### config.mk
export PLATFORM = sky130hd
export DESIGN_NAME = ft_fifo_emu
export DESIGN_NICKNAME = d
export VERILOG_FILES = /design/src/rtl/ft_fifo_emu_pkg.sv /design/src/rtl/ft_emu_fifo.sv /design/src/rtl/ft_fifo_emu.sv
export SDC_FILE = /design/constraint.sdc
export NUM_CORES = 1
export LEC_CHECK = 0
export BUFFER_PORTS_ARGS = -buffer_cell sky130_fd_sc_hd__buf_4
export CORE_UTILIZATION = 58
export CTS_CLUSTER_DIAMETER = 150
export DETAILED_ROUTE_END_ITERATION = 10
export HOLD_SLACK_MARGIN = 0.05
export PLACE_DENSITY = 0.77
export SLEW_MARGIN = 20
export SYNTH_ARGS = -nofsm -noshare
export SYNTH_HDL_FRONTEND = slang
export SYNTH_HIERARCHICAL = 1
export SYNTH_SLANG_ARGS = --single-unit
### constraint.sdc
create_clock -name clk -period 4.2 [get_ports clk]
set_input_delay 1.26 -clock clk [delete_from_list [all_inputs] [get_ports clk]]
set_output_delay 1.26 -clock clk [all_outputs]
set_load 0.02 [all_outputs]
### src/rtl/ft_fifo_emu_pkg.sv
// Shared types and constants for the FT-style FIFO emulator.
package ft_fifo_emu_pkg;

    localparam int unsigned CNT_W = 16;

    typedef enum logic [1:0] {
        PWR   = 2'd0,
        PGAP1 = 2'd1,
        PRD   = 2'd2,
        PGAP2 = 2'd3
    } pat_state_e;

    typedef enum logic {
        MODE_PATTERN  = 1'b0,
        MODE_LOOPBACK = 1'b1
    } mode_e;

    function automatic logic [CNT_W-1:0] sat_inc(input logic [CNT_W-1:0] v);
        return (v == '1) ? v : v + CNT_W'(1);
    endfunction

endpackage

### src/rtl/ft_emu_fifo.sv
// Loopback buffer: first-word fall-through FIFO with registered occupancy and full/empty flags.
module ft_emu_fifo #(
    parameter int unsigned WIDTH = 8,
    parameter int unsigned DEPTH = 16
) (
    input  logic                       clk_i,
    input  logic                       rst_i,
    input  logic                       wr_en_i,
    input  logic [WIDTH-1:0]           wr_data_i,
    input  logic                       rd_en_i,
    output logic [WIDTH-1:0]           rd_data_o,
    output logic                       full_o,
    output logic                       empty_o,
    output logic [$clog2(DEPTH):0]     count_o
);

    localparam int unsigned AW = $clog2(DEPTH);

    logic [WIDTH-1:0] mem_q [DEPTH];
    logic [AW-1:0]    wr_ptr_q, wr_ptr_d;
    logic [AW-1:0]    rd_ptr_q, rd_ptr_d;
    logic [AW:0]      count_q, count_d;
    logic             do_wr, do_rd;

    assign full_o  = (count_q == (AW+1)'(DEPTH));
    assign empty_o = (count_q == '0);
    assign count_o = count_q;

    assign do_wr = wr_en_i && !full_o;
    assign do_rd = rd_en_i && !empty_o;

    assign rd_data_o = mem_q[rd_ptr_q];

    // Pointers are exactly AW bits wide, so they wrap modulo DEPTH on their own.
    always_comb begin
        wr_ptr_d = wr_ptr_q;
        rd_ptr_d = rd_ptr_q;
        count_d  = count_q;
        if (do_wr) begin
            wr_ptr_d = wr_ptr_q + AW'(1);
        end
        if (do_rd) begin
            rd_ptr_d = rd_ptr_q + AW'(1);
        end
        if (do_wr && !do_rd) begin
            count_d = count_q + (AW+1)'(1);
        end else if (do_rd && !do_wr) begin
            count_d = count_q - (AW+1)'(1);
        end
    end

    always_ff @(posedge clk_i) begin
        if (rst_i) begin
            wr_ptr_q <= '0;
            rd_ptr_q <= '0;
            count_q  <= '0;
        end else begin
            wr_ptr_q <= wr_ptr_d;
            rd_ptr_q <= rd_ptr_d;
            count_q  <= count_d;
        end
    end

    always_ff @(posedge clk_i) begin
        if (do_wr) begin
            mem_q[wr_ptr_q] <= wr_data_i;
        end
    end

endmodule

### src/rtl/ft_fifo_emu.sv
// FT245-style synchronous FIFO device emulator: pattern generator/checker or loopback buffer.
// Optional byte-enable lanes are enabled by defining FT_FIFO_EMU_BE_EN.
module ft_fifo_emu
    import ft_fifo_emu_pkg::*;
#(
    parameter int unsigned DATA_W   = 8,
    parameter int unsigned DEPTH    = 16,
    parameter int unsigned XFER_LEN = 20
) (
    input  logic               clk,
    input  logic               rst,
    input  logic               mode,
    output logic               rxf_n,
    input  logic               oe_n,
    input  logic               rd_n,
    input  logic [DATA_W-1:0]  data_in,
    output logic [DATA_W-1:0]  data_out,
    output logic               data_oe,
    output logic               txe_n,
    input  logic               wr_n,
    output logic [15:0]        word_cnt,
    output logic [15:0]        err_cnt,
    output logic               ovf,
    output logic               udf
`ifdef FT_FIFO_EMU_BE_EN
    ,
    input  logic [DATA_W/8-1:0] be_n_in,
    output logic [DATA_W/8-1:0] be_n_out
`endif
);

    localparam int unsigned NB = DATA_W / 8;
    localparam int unsigned AW = $clog2(DEPTH);
    localparam logic [CNT_W-1:0] LAST = CNT_W'(XFER_LEN);
`ifdef FT_FIFO_EMU_BE_EN
    localparam int unsigned FW = DATA_W + NB;
`else
    localparam int unsigned FW = DATA_W;
`endif

    mode_e            mode_q;
    logic             init_q;
    pat_state_e       state_q, state_d;
    logic [CNT_W-1:0] word_cnt_q, word_cnt_d;
    logic [CNT_W-1:0] err_cnt_q, err_cnt_d;
    logic             ovf_q, ovf_d;
    logic             udf_q, udf_d;

    logic             loopback;
    logic             pat_txe_n, pat_rxf_n;
    logic             wr_acc, rd_acc;
    logic [DATA_W-1:0] exp_w;
    logic [NB-1:0]    be_n_w;
    logic             mism;

    logic             fifo_wr, fifo_rd, fifo_full, fifo_empty;
    logic [FW-1:0]    fifo_din, fifo_dout;
    logic [AW:0]      fifo_count;

    assign loopback = (mode_q == MODE_LOOPBACK);

`ifdef FT_FIFO_EMU_BE_EN
    assign be_n_w   = be_n_in;
    assign fifo_din = {be_n_in, data_in};
    assign be_n_out = loopback ? fifo_dout[FW-1:DATA_W] : '0;
`else
    assign be_n_w   = '0;
    assign fifo_din = data_in;
`endif

    ft_emu_fifo #(
        .WIDTH (FW),
        .DEPTH (DEPTH)
    ) u_fifo (
        .clk_i     (clk),
        .rst_i     (rst),
        .wr_en_i   (fifo_wr),
        .wr_data_i (fifo_din),
        .rd_en_i   (fifo_rd),
        .rd_data_o (fifo_dout),
        .full_o    (fifo_full),
        .empty_o   (fifo_empty),
        .count_o   (fifo_count)
    );

    // init_q keeps both flags deasserted for the first cycle after reset in loopback.
    assign txe_n   = loopback ? (fifo_full  || init_q) : pat_txe_n;
    assign rxf_n   = loopback ? (fifo_empty || init_q) : pat_rxf_n;
    assign data_oe = !oe_n;

    assign wr_acc  = !wr_n && !txe_n;
    assign rd_acc  = !rd_n && !rxf_n;
    assign fifo_wr = loopback && wr_acc;
    assign fifo_rd = loopback && rd_acc;

    assign exp_w = DATA_W'(word_cnt_q);

    always_comb begin
        mism = 1'b0;
        for (int unsigned b = 0; b < NB; b++) begin
            if (!be_n_w[b] && (data_in[8*b +: 8] != exp_w[8*b +: 8])) begin
                mism = 1'b1;
            end
        end
    end

    always_ff @(posedge clk) begin
        if (rst) begin
            state_q <= PGAP2;
        end else begin
            state_q <= state_d;
        end
    end

    always_comb begin
        state_d = state_q;
        if (!loopback) begin
            case (state_q)
                PWR:   if (wr_acc && (word_cnt_q + CNT_W'(1) == LAST)) state_d = PGAP1;
                PGAP1: state_d = PRD;
                PRD:   if (rd_acc && (word_cnt_q + CNT_W'(1) == LAST)) state_d = PGAP2;
                PGAP2: state_d = PWR;
                default: state_d = PGAP2;
            endcase
        end
    end

    always_comb begin
        pat_txe_n = (state_q != PWR);
        pat_rxf_n = (state_q != PRD);
    end

    always_comb begin
        word_cnt_d = word_cnt_q;
        err_cnt_d  = err_cnt_q;
        ovf_d      = ovf_q || (!wr_n && txe_n);
        udf_d      = udf_q || (!rd_n && rxf_n);
        if (!loopback) begin
            case (state_q)
                PWR: begin
                    if (wr_acc) begin
                        word_cnt_d = word_cnt_q + CNT_W'(1);
                        if (mism) begin
                            err_cnt_d = sat_inc(err_cnt_q);
                        end
                    end
                end
                PRD: begin
                    if (rd_acc) begin
                        word_cnt_d = word_cnt_q + CNT_W'(1);
                    end
                end
                default: word_cnt_d = '0;
            endcase
        end
    end

    always_ff @(posedge clk) begin
        if (rst) begin
            mode_q     <= mode_e'(mode);
            init_q     <= 1'b1;
            word_cnt_q <= '0;
            err_cnt_q  <= '0;
            ovf_q      <= 1'b0;
            udf_q      <= 1'b0;
        end else begin
            init_q     <= 1'b0;
            word_cnt_q <= word_cnt_d;
            err_cnt_q  <= err_cnt_d;
            ovf_q      <= ovf_d;
            udf_q      <= udf_d;
        end
    end

    always_comb begin
        data_out = '0;
        if (loopback) begin
            if (!rxf_n) begin
                data_out = fifo_dout[DATA_W-1:0];
            end
        end else if (state_q == PRD) begin
            data_out = exp_w;
        end
    end

    assign word_cnt = loopback ? CNT_W'(fifo_count) : word_cnt_q;
    assign err_cnt  = err_cnt_q;
    assign ovf      = ovf_q;
    assign udf      = udf_q;

endmodule

Word-level counts from Yosys, hierarchy flattened
Memory sizes are Yosys's and may differ from the RTL's. A register that Yosys moved wholly into a read port is not among the register bits.
Cells that the tools add are included.
{"block": "classes", "n_reduce_logical": 32, "muxes": 20, "eq_ne": 12, "bitwise": 2, "addsub": 6}
{"operator": "$mux W16", "count": 3}
{"operator": "$add A16 B1 Y16 const B", "count": 2}
{"operator": "$pmux W16 S2", "count": 1}
{"operator": "$mux W8", "count": 3}
{"operator": "$eq A16 B16 Y1 const B", "count": 1}
{"operator": "$eq A16 B5 Y1 const B", "count": 1}
{"operator": "$logic_and A1 B1 Y1", "count": 12}
{"operator": "$mux W5", "count": 2}
{"operator": "$ne A2 B2 Y1 const B", "count": 5}
{"operator": "$logic_not A1 Y1", "count": 9}
{"operator": "$add A4 B1 Y4 const B", "count": 2}
{"operator": "$mux W4", "count": 2}
{"operator": "$ne A8 B8 Y1", "count": 1}
{"operator": "$pmux W2 S4", "count": 1}
{"operator": "$mux W1", "count": 6}
{"operator": "$reduce_and A3 Y1", "count": 2}
{"operator": "$add A5 B1 Y5 const B", "count": 1}
{"operator": "$eq A5 B5 Y1 const B", "count": 1}
{"operator": "$logic_not A5 Y1", "count": 1}
{"operator": "$reduce_and A5 Y1", "count": 1}
{"operator": "$sub A5 B1 Y5 const B", "count": 1}
{"operator": "$eq A2 B2 Y1 const B", "count": 2}
{"operator": "$logic_or A1 B1 Y1", "count": 4}
{"operator": "$mux W2", "count": 2}
{"operator": "4 further kinds", "count": 6}
{"block": "word_totals", "elab_cells": 83, "output_inout_bits": 45, "in_bits": 14, "ramBits": 128, "register_bits": 51, "memories": 1}
{"memory": "u_fifo.mem_q", "depth": 16, "width": 8, "read_ports": 1, "rd_ports_with_merged_regs": 1, "wr": 1, "line": "ft_emu_fifo.sv:19", "rtl": "logic [WIDTH-1:0] mem_q [DEPTH];"}

Longest topological paths before layout
{"block": "logic_depth", "depth_word": 11, "ltp_mapped": 13}

By module
The synthesis kept the hierarchy.
{"module": "ft_emu_fifo", "instances": 1, "seq_area_each_um2": 4184.0, "cells_each": 309, "area_per_inst_um2": 5715.5}
{"module": "ft_fifo_emu", "instances": 1, "seq_area_each_um2": 770.7, "cells_each": 308, "area_per_inst_um2": 2541.2}

Least setup slack after synthesis
OpenSTA, ideal clock, no wires.
{"block": "synth_path", "path_type": "input to register", "start": "input port wr_n", "end": "register u_fifo.count_q[4] (netlist: u_fifo/count_o[4])", "n_path_buf": 1, "path_stages": 10, "setup_time_ns": 0.121, "t_required_ns": 4.079, "arrival_ns": 3.143, "path_slack_ns": 0.936, "path_cell_list": "nor3_1 > o21a_1 > buf_6 > ha_1 > inv_1 > ha_1 > a21oi_1 > a211oi_1 > a31oi_1 > mux2_2"}
{"block": "synth_between", "elab_chain_cells": 7}
{"item": "from (decl)", "line": "ft_fifo_emu.sv:20", "rtl": "input logic wr_n,"}
{"item": "$logic_not A1 Y1 (*)", "line": "ft_fifo_emu.sv:91", "rtl": "assign wr_acc = !wr_n && !txe_n;"}
{"item": "$logic_and A1 B1 Y1 (*)", "line": "ft_fifo_emu.sv:91"}
{"item": "$logic_and A1 B1 Y1 (*)", "line": "ft_fifo_emu.sv:93", "rtl": "assign fifo_wr = loopback && wr_acc;"}
{"item": "$logic_and A1 B1 Y1 (*)", "line": "ft_emu_fifo.sv:29", "rtl": "assign do_wr = wr_en_i && !full_o;"}
{"item": "net u_fifo.do_wr", "line": "ft_emu_fifo.sv:23", "rtl": "logic do_wr, do_rd;"}
{"item": "$logic_not A1 Y1", "line": "ft_emu_fifo.sv:47", "rtl": "end else if (do_rd && !do_wr) begin"}
{"item": "$logic_and A1 B1 Y1", "line": "ft_emu_fifo.sv:47"}
{"item": "$reduce_bool A2 Y1 (no line)"}
{"item": "to (signal assigned)", "line": "ft_emu_fifo.sv:60", "rtl": "count_q <= count_d;"}
{"item": "to (decl)", "line": "ft_emu_fifo.sv:22", "rtl": "logic [AW:0] count_q, count_d;"}
Mark *: on every way through the listed nets, which the timed path passes. The rest lies on a longest branch.
A chain may end at the register's enable or synchronous reset.

==> metrics.md <==
| Metric | Value |
|---|---|
| Worst hold endpoint | word_cnt_q[14] |
| Rows | 43 |
| Crit path launch type | flop |
| Syn Inst Count | 617 |
| Final worst-path cycle share | 89.6% |
| Area grow syn2layout | 13.3% |
| Min cycle time layout | 3760 ps |
| Fmax | roughly 270 MHz |
| Leakage | 3.27 nW |
| Power per standard cell area | 405 nW/µm² |
| Starting DRT DRC Count | 675 |
| # port buffers | 58 |
| Compound-Gate Fraction of Synth Area | 8.35% |
| FF+latch count, synth | 183 |
| CTS Sinks | 183 |
| Antenna violations before repair | 0 |
| Number of fill cells in the layout | approximately 1000 |
| Avg Inst Size Synth | 13.4 µm² |
| Pins over their slew limit | 0 |
| Hold Crit Depth | 2 |
| GP Congestion | 0.855 |
| Die height | roughly 120 µm |
| Drt first pass iters | 6 |
| Starting Density | 59.5% |
| GRT Overall Usage | 25.7% |
| HP Class | flop to flop |
| Vias in the first global route | 4928 |
| Cell accounting for the most synthesized area | edfxtp_1 |
| Cell variety after synth | just over 60 |
| Grt met2 use | between 40 and 50% |
| Final setup fails | 0 |
| Post-synthesis sequential area ratio | roughly three fifths |
| Commonest non-fill, non-tap cells in the layout | 129 x edfxtp_1, 71 x nor2_1, 69 x buf_4 |
| Final Hold Fails | 0 |
| Num ports | roughly 60 |
| Syn Nets | 646 |
| Clk Latency, worst-skew pair | 430 ps |
| Resized cells post-CTS | 0 |
| Hold-fix buffer count after cts | 0 |
| CP max FO | 32 |
| Clock transition at path regs | roughly 60 ps |
| CP endpoint kind | output pin |
| Hold_sp | word_cnt_q[14] |
| Critical path class | flop to output pin |
| Maximum VDD drop | 0.000298 V |
| Critical path arrival | 2500 ps |
| Pin count of the biggest net entering global routing | between 50 and 60 |
| Root Driver | clkbuf_16 |
| Wire per inst | between 20 and 25 µm |
| Most common cell after layout, fill and taps aside | edfxtp_1 |
| Main synth FF type | edfxtp_1 |
| First-pass GRT wire length | 27600 µm |
| DRC violations left | 0 |
| Total power | roughly 3.8 mW |
| CTS H-tree lvls | 4 |
| GR Util met3 | between 5 and 6% |
| RSZ-0062 raised after global routing | false |
| Met1 Track Usage GR | about a third |
| Largest family of logic cells by synthesized area | simple AND/OR/NAND/NOR gates |
| Die ar. | 14700 µm² |
| Status | finished clean |
| Clk buf depth | 2 |
| Final net count | 696 |
| Grt peak-use layer | met2 |
| Max cap viols | 0 |
| Slew margin rel. | 38.0% |
| CTS tree | done |
| Simple-gate portion of the synthesized area | 12.2% |
| WP data required | a little under 3000 ps |
| Share of cells above drive strength 1 | 22.1% |
| Reg-to-reg slack, setup | 860 ps |
| Overflow left after global routing | 0 |
| Final WL | 18000 µm |
| Dominant cells by area after synthesis | edfxtp_1 47%, dfxtp_1 13%, mux4_2 8.7% |
| Reg-to-reg critical path endpoint | u_fifo/count_o[4] |
| Postcts setup bufs | 0 |
| Synth Area in Adders | 2.36% |
| Antenna diodes | 0 |
| Die Span X | 121 µm |
| Worst R2R Path Depth | 11 |
| Core region area | 13900 µm² |
| Post-detail-place hpwl | 11700 µm |
| Vias post-DR | 5293 |
| Synth warnings | 6 |
| Ys async rst share | 0% |
| Mapped Area | between 8000 and 9000 µm² |
| Tightest Pin Transition | slightly above 900 ps |
| Post-synth EDFFs | 129 |
| Synth Area in XOR/XNOR | ~3.8% |
| Reg-to-Reg Start | u_fifo/count_o[0] |
| Max Clock Skew | 5.87 ps |
| Multiplexer share of the synthesized area | approximately a tenth |
| Via density | approximately 6.2 |
| Post-route setup TNS | 0 ps |
| Share of the synthesized area in the top cell type | 46.9% |
| Final ANT Viol Nets | 0 |
| Cts bufs inserted | 17 |
-- report_power, final --
part           internal (mW)  total (mW)  leakage [nW]  switching, mW
Clock                  0.862        1.50         0.257          0.637
Sequential              1.95        1.97          1.60         0.0232
Combinational          0.122       0.316          1.41          0.194
-- routing by layer --
metal	vias to the layer above	wire, µm
met5	-	0
met4	0	205
met3	17	965
met2	178	9140
met1	2665	7680
li1	2433	-
-- kinds of logic (layout without fill, tap and decap cells) --
family,count (synthesis),in the layout
multiplexers,43,43
AND/OR/NAND/NOR,196,196
XOR/XNOR,36,36
buffers and inverters,50,112
adder cells (fa/ha/maj),15,15
flip-flops,183,183
AO/OA/AOI/OAI,94,94
-- worst max-delay path: stages, from the launching register on --
cell and delay [ps]:
dfxtp_2 340, buf_12 260, mux4_2 550, a22oi_1 360, nand2_1 160, a22o_1 230
buf_4 150
-- sequential cells by signal, summed over array words and instances (netlist names), 2 cells and up, named ones only --
name	flops
err_cnt	16
u_fifo/wr_ptr_q	4
u_fifo/mem_q	128
state_q	2
u_fifo/rd_ptr_q	4
u_fifo/count_o	5
word_cnt_q	16
-- layout make-up --
class | instances | area [µm²] | area share [%]
Inverter | 11 | 41.3 | 0.441
Clock inverter | 11 | 109 | 1.16
Multi-Input combinational cell | 384 | 3050 | 32.6
Sequential cell | 183 | 4960 | 53.0
Tap cell | 180 | 225 | 2.41
Clock buffer | 20 | 437 | 4.67
Timing Repair Buffer | 70 | 538 | 5.75
-- how the worst max path moves through the flow --
stage | startpoint | to | slack [ps] | cells past startpoint
6_report | flop | data_out[1] | 440 | 6
5_1_grt | flop | data_out[2] | 350 | 6
3_3_place_gp | wr_n | u_fifo/count_o[4] | 580 | 10
4_1_cts | flop | data_out[2] | 430 | 6
3_5_place_dp | wr_n | u_fifo/count_o[4] | 420 | 10
2_1_floorplan | wr_n | u_fifo/count_o[4] | 940 | 10
-- metrics by stage --
step / cell area [µm²] / setup slack [ps] / std cells / hold slack (ps) / utilization (%)
2_1_floorplan: 8260 / 936 / 617 / 445 / -
3_3_place_gp: 8810 / 583 / 828 / 455 / 63.4
3_5_place_dp: 8810 / 420 / 828 / 472 / 63.4
4_1_cts: 9350 / 427 / 859 / 481 / 67.4
5_1_grt: 9350 / 347 / 859 / 512 / 67.4
6_report: 9350 / 436 / 859 / 479 / 67.4
-- cells in the mapped netlist (all sizes together), types with 2 or more instances --
library cell and instances:
and4 3, a211o 2, a21oi 25, and2 4, nor4 7, and3 7, or3 3, a31oi 6
nor3 18, nor2 71, nand4 11, dfxtp 54, o21ai 11, mux4 32, o21a 2, xor2 20
mux2 6, nor2b 12, edfxtp 129, a21o 2, a211oi 4, a2111oi 3, nand2b 7, nand4b 2
a22o 8, ha 14, mux2i 5, nand3 15, inv 11, buf 19, nand2 31, a22oi 17
clkbuf 20, or4 2, xnor2 16, o211ai 5
Power figures use the tool's default switching activity.
